## config.mk

```make
export PLATFORM = sky130hd
export DESIGN_NAME = simmem_delay_scheduler
export DESIGN_NICKNAME = d
export VERILOG_FILES = /design/src/rtl/simmem_pkg.sv /design/src/rtl/simmem_first_one.sv /design/src/rtl/simmem_delay_scheduler.sv
export SDC_FILE = /design/constraint.sdc
export NUM_CORES = 1
export LEC_CHECK = 0
export ABC_AREA = 1
export CAP_MARGIN = 20
export CORE_UTILIZATION = 53
export DETAILED_ROUTE_END_ITERATION = 8
export PLACE_DENSITY_LB_ADDON = 0.12
export SLEW_MARGIN = 20
export SYNTH_ARGS = -nofsm -noshare
export SYNTH_HDL_FRONTEND = slang
export SYNTH_SLANG_ARGS = --single-unit
```

## constraint.sdc

```tcl
create_clock -name clk_i -period 1.9 [get_ports clk_i]
set_input_delay 0.475 -clock clk_i [delete_from_list [all_inputs] [get_ports clk_i]]
set_output_delay 0.475 -clock clk_i [all_outputs]
set_load 0.1 [all_outputs]
```

## src/rtl/simmem_pkg.sv

```systemverilog
// Shared sizing constants and types for the simulated memory controller.
//   NumDelaySlots          - concurrently pending delayed write responses
//   DelayWidth             - width of a response delay, in cycles
//   WriteRespBankAddrWidth - width of a local write-response identifier
//   delay_slot_t           - one scheduler slot: busy flag, id, down-counter
package simmem_pkg;

  localparam int unsigned NumDelaySlots          = 4;
  localparam int unsigned DelayWidth             = 8;
  localparam int unsigned WriteRespBankAddrWidth = 3;

  typedef struct packed {
    logic                              busy;
    logic [WriteRespBankAddrWidth-1:0] id;
    logic [DelayWidth-1:0]             counter;
  } delay_slot_t;

endpackage

```

## src/rtl/simmem_first_one.sv

```systemverilog
// Lowest-set-bit priority encoder.
//   in_i    - request vector
//   idx_o   - index of the lowest set bit (0 when none set)
//   found_o - at least one bit of in_i is set
module simmem_first_one #(
  parameter  int unsigned Width    = 4,
  localparam int unsigned IdxWidth = (Width > 1) ? $clog2(Width) : 1
) (
  input  logic [Width-1:0]    in_i,
  output logic [IdxWidth-1:0] idx_o,
  output logic                found_o
);

  always_comb begin
    idx_o   = '0;
    found_o = 1'b0;
    for (int unsigned i = 0; i < Width; i++) begin
      if (in_i[i] && !found_o) begin
        idx_o   = IdxWidth'(i);
        found_o = 1'b1;
      end
    end
  end

endmodule

```

## src/rtl/simmem_delay_scheduler.sv

```systemverilog
// Holds write-response identifiers until their computed delay has elapsed,
// then presents them one at a time to the response bank.
//   clk_i, rst_ni - clock, asynchronous active-low reset
//   in_id_i, in_delay_i, in_valid_i, in_ready_o - new id/delay pair handshake
//   out_id_o, out_valid_o, out_ready_i          - expired id handshake
//   occupancy_o                                 - number of busy slots
module simmem_delay_scheduler #(
  parameter int unsigned NumSlots   = simmem_pkg::NumDelaySlots,
  parameter int unsigned IdWidth    = simmem_pkg::WriteRespBankAddrWidth,
  parameter int unsigned DelayWidth = simmem_pkg::DelayWidth
) (
  input  logic                          clk_i,
  input  logic                          rst_ni,
  input  logic [IdWidth-1:0]            in_id_i,
  input  logic [DelayWidth-1:0]         in_delay_i,
  input  logic                          in_valid_i,
  output logic                          in_ready_o,
  output logic [IdWidth-1:0]            out_id_o,
  output logic                          out_valid_o,
  input  logic                          out_ready_i,
  output logic [$clog2(NumSlots+1)-1:0] occupancy_o
);

  localparam int unsigned SlotIdxWidth = (NumSlots > 1) ? $clog2(NumSlots) : 1;
  localparam int unsigned OccWidth     = $clog2(NumSlots + 1);

  logic [NumSlots-1:0]     busy_q;
  logic [IdWidth-1:0]      id_q  [NumSlots];
  logic [DelayWidth-1:0]   cnt_q [NumSlots];
  logic                    lock_q;
  logic [SlotIdxWidth-1:0] lock_idx_q;

  logic [NumSlots-1:0]     free_vec;
  logic [NumSlots-1:0]     expired_vec;
  logic [SlotIdxWidth-1:0] free_idx;
  logic [SlotIdxWidth-1:0] expired_idx;
  logic                    free_found;
  logic                    expired_found;
  logic [SlotIdxWidth-1:0] sel_idx;
  logic                    accept;
  logic                    release_slot;

  always_comb begin
    free_vec    = '0;
    expired_vec = '0;
    for (int unsigned i = 0; i < NumSlots; i++) begin
      free_vec[i]    = !busy_q[i];
      expired_vec[i] = busy_q[i] && (cnt_q[i] == '0);
    end
  end

  simmem_first_one #(.Width(NumSlots)) u_free_sel (
    .in_i    (free_vec),
    .idx_o   (free_idx),
    .found_o (free_found)
  );

  simmem_first_one #(.Width(NumSlots)) u_expired_sel (
    .in_i    (expired_vec),
    .idx_o   (expired_idx),
    .found_o (expired_found)
  );

  // A locked slot keeps being presented until its handshake, so a
  // lower-index slot expiring meanwhile cannot change out_id_o.
  assign sel_idx      = lock_q ? lock_idx_q : expired_idx;
  assign out_valid_o  = lock_q || expired_found;
  assign out_id_o     = out_valid_o ? id_q[sel_idx] : '0;
  assign in_ready_o   = free_found;
  assign accept       = in_valid_i && free_found;
  assign release_slot = out_valid_o && out_ready_i;

  always_comb begin
    occupancy_o = '0;
    for (int unsigned i = 0; i < NumSlots; i++) begin
      occupancy_o = occupancy_o + OccWidth'(busy_q[i]);
    end
  end

  // Allocation only ever targets a slot that is free in the registered
  // state, so it never collides with the slot being released.
  always_ff @(posedge clk_i or negedge rst_ni) begin
    if (!rst_ni) begin
      busy_q     <= '0;
      lock_q     <= 1'b0;
      lock_idx_q <= '0;
      for (int unsigned i = 0; i < NumSlots; i++) begin
        id_q[i]  <= '0;
        cnt_q[i] <= '0;
      end
    end else begin
      for (int unsigned i = 0; i < NumSlots; i++) begin
        if (busy_q[i] && (cnt_q[i] != '0)) begin
          cnt_q[i] <= cnt_q[i] - DelayWidth'(1);
        end
      end
      if (release_slot) begin
        busy_q[sel_idx] <= 1'b0;
        lock_q          <= 1'b0;
      end else if (out_valid_o) begin
        lock_q     <= 1'b1;
        lock_idx_q <= sel_idx;
      end
      if (accept) begin
        busy_q[free_idx] <= 1'b1;
        id_q[free_idx]   <= in_id_i;
        cnt_q[free_idx]  <= in_delay_i;
      end
    end
  end

endmodule

```

==> impl_metrics.json <==
{
  "status": "finished, violations left",
  "violations": "negative setup slack",
  "p_sw_uw": 3890,
  "firstDrtPassIters": 4,
  "die_area_mm2": 0.00617,
  "fin_crit_sh": 1.43,
  "grt_antenna_before_repair": 0,
  "syn_inst": 420,
  "cts.clk_slew.worst_paths_ns": 0.10,
  "cp_top_family": "simple AND/OR/NAND/NOR gates",
  "io_buffers": 22,
  "setup_viol": 14,
  "synthTopCellsByCount": "nand2_1, inv_1, dfrtp_1",
  "slew_violations": 0,
  "crit_chain": "inv_2 > ha_4 > nand2_4 > nor2_4 > nand3_2 > nand2_4 > inv_2 > nand2_2 > nand2_4 > nand2_8 > nand2_2 > nand2_2 > nand2_2 > a21oi_4 > buf_12",
  "diodes": 0,
  "overflow": 0,
  "fp.dieW_um": 78.6,
  "pwr-share-clk": 0.076,
  "layout.nets": 542,
  "start_util": 0.557,
  "cp_slowest_cell": "dfrtp_1",
  "grt_setup_unrepaired": "true",
  "dp_hpwl_mm": 5.93,
  "cp.required_ns": 1.42,
  "p_leak_uw": 0.00214,
  "grt_pass1_vias": 3090,
  "p_per_area_mw_per_mm2": 1840,
  "cp_common_cell": "nand2_2",
  "synth_area_mm2": 0.00311,
  "post-route-drc-count": 0,
  "cts_made_buffers": 5,
  "tightest_slew_ns": 0.429,
  "p_seq_frac": 0.239,
  "wl_met2_mm": 4.27,
  "postRouteWirelength_mm": 8.54,
  "async_flop_share": 1.00,
  "wire_per_inst_um": 14.6,
  "avgSynthCellArea_um2": 7.40,
  "synth_area_leaders": "dfrtp_1, nand2_1, inv_1, o21ai_0, ha_1",
  "hold_class": "input port to async pin",
  "ys.flop_type": "dfrtp_1",
  "design.core.area_mm2": 0.00557,
  "die_y_um": 78.6,
  "startpoint_type": "flip-flop",
  "routed_via_density": 5.24,
  "synth-edff-count": 0,
  "critPathKind": "flip-flop to output pin",
  "syn_nets": 448,
  "hold_buffers": 0,
  "htreeDepth": 2,
  "pre_cts_slack_ns": -0.533,
  "rows": 27,
  "cap_violations": 0,
  "synth_most_common_cell": "nand2_1",
  "grt_max_degree": 52,
  "grt_usage": 0.300,
  "internal_power_uw": 4320,
  "comb_power_share": 0.685,
  "yosysWarningCount": 0,
  "power_uw": 8210,
  "cts_root_buf": "clkbuf_8",
  "finalHoldViolations": 0,
  "routed-via-count": 3073,
  "num_io_pins": 23,
  "final.min_clock_period_ns": 2.72,
  "cts.sinks": 51,
  "crit_arrival_ns": 2.25,
  "worstSkewPairLatency_ns": 0.31,
  "path_max_fanout": 7,
  "met1_length_mm": 3.77,
  "synth_top_area_share": 0.411,
  "grt_pass1_wl_mm": 14.2,
  "cts_tree": "built",
  "synth.distinct_cells": 30,
  "dr_wl_met3_um": 333,
  "yosys.area.top_type": "dfrtp_1",
  "cpPeakStageDelay_ns": 0.40,
  "routed.top_layer": "met4",
  "clock.fmax_mhz": 367,
  "slew_headroom": 0.713,
  "yosysSeqAreaShare": 0.411,
  "gp_congestion": 0.866,
  "final_layout_size_suffix_gt1_frac": 0.335,
  "ant_nets": 0,
  "fin_worst_skew_ns": 0.0109,
  "cp_num_buf_inv": 3,
  "drtIter0Drc": 178,
  "end_kind": "output pin",
  "syn_to_final_growth_pct": 43.7,
  "power.share.switching": 0.474,
  "ir_drop_v": 0.00226,
  "cts_buffer_depth": 2,
  "finalWorstSetupSlack_ns": -0.824,
  "ys_seq_elements": 51,
  "whs_ns": 0.129
}
final cells by class:
cell class	instances	area (µm²)
inverters	84	322
clock inverters	2	13.8
repair buffers	94	872
clock buffers	5	68.8
well taps	72	90.1
flip-flops and latches	51	1280
multi-input cells	278	1820
fillers	367	1110
worst paths after layout:
path	startpoint	endpoint	slack [ns]	cells past startpoint
worst max-delay path	cnt_q[16]	out_id_o[0]	-0.82	15
worst min-delay path	rst_ni	cnt_q[9]	0.13	2
worst max register to register	cnt_q[16]	lock_idx_q[1]	-0.21	15
worst min register to register	id_q[7]	id_q[7]	0.52	2
max in group asynchronous	rst_ni	id_q[4]	1.50	2
min in group clk_i	id_q[7]	id_q[7]	0.52	2
kinds of logic (layout without fill, tap and decap cells):
| kind of cell | after synthesis | after routing | synth area share |
|---|---|---|---|
| buffers and inverters | 91 | 185 | 0.110 |
| and+or+nand+nor | 185 | 185 | 0.269 |
| DFF | 51 | 51 | 0.411 |
| xor gates and xnor gates | 11 | 11 | 0.0310 |
| muxes | 1 | 1 | 0.00322 |
| adders and majority gates | 13 | 13 | 0.0548 |
| AOI/OAI and AO/OA | 68 | 68 | 0.121 |
through the flow:
step | utilization | std cells | cell area [µm²] | setup TNS, ns
after CTS | 0.781 | 588 | 4350 | -4.95
after global placement | 0.722 | 569 | 4030 | -1.70
final | 0.801 | 586 | 4460 | -4.59
after detailed placement | 0.722 | 569 | 4030 | -2.27
after floorplan | - | 420 | 3180 | -2.62
after global routing | 0.801 | 586 | 4460 | -5.74
placed cells by master, fill, tap and decap left out, types with 2 or more instances in the layout:
cell type        instances
nand3_1                 17
ha_1                     4
clkbuf_8                 5
nor2_4                   6
inv_2                   21
nand4_1                  3
buf_4                   67
nor2_1                  28
nor2_2                   7
clkdlybuf4s50_1         13
o211ai_1                 7
nor3b_1                  2
o21ai_1                  5
nand3_4                  2
a31oi_1                  8
inv_1                   60
nor3_4                   2
nand3_2                  8
a21oi_4                  4
buf_6                    3
nand2_8                  2
nand2_2                 13
o21ai_0                 37
buf_12                  10
a21oi_1                  4
ha_4                     8
nor3_1                   4
nor3_2                   3
nand2_1                 82
xor2_1                  11
nand2_4                  5
dfrtp_1                 51
registers in the layout, summed over array words and instances, names as in the netlist:
| register | count |
|---|---|
| id_q | 12 |
| lock_idx_q | 2 |
| lock_q | 1 |
| cnt_q | 32 |
| busy_q | 4 |
routing by layer:
| metal | track usage | vias up |
|---|---|---|
| met2 | 0.504 | 71 |
| met5 | 0 | - |
| met4 | 0.115 | 0 |
| met3 | 0.0477 | 19 |
| met1 | 0.387 | 1471 |
| li1 | - | 1512 |
worst register-to-register path, stage by stage (launching register included):
cell and delay (ns):
dfrtp_1 0.40, inv_2 0.09, ha_4 0.16, nand2_4 0.06, nor2_4 0.13, nand3_2 0.11
nand2_4 0.09, nor2_2 0.05, buf_6 0.13, nand2_8 0.06, clkinvlp_4 0.17, buf_4 0.19
buf_6 0.11, nor2_4 0.12, nor2_1 0.06, a21oi_1 0.11
what timing repair did:
item / CTS / global route
pin swaps: 21 / 22
endpoints found under the setup margin: 14 / 17
setup buffers: 12 / 3
resized for setup: 44 / 33
power groups by stage:
stage | Sequential (µW) | Clock, µW | Combinational, µW
after CTS | 1940 | 631 | 5420
after detailed placement | 1930 | 0 | 4980
after global placement | 1920 | 0 | 4820
final | 1960 | 623 | 5620
after global routing | 2020 | 666 | 6110
after floorplan | 1950 | 0 | 3050
No activity file was read; power rests on OpenSTA's default activity.
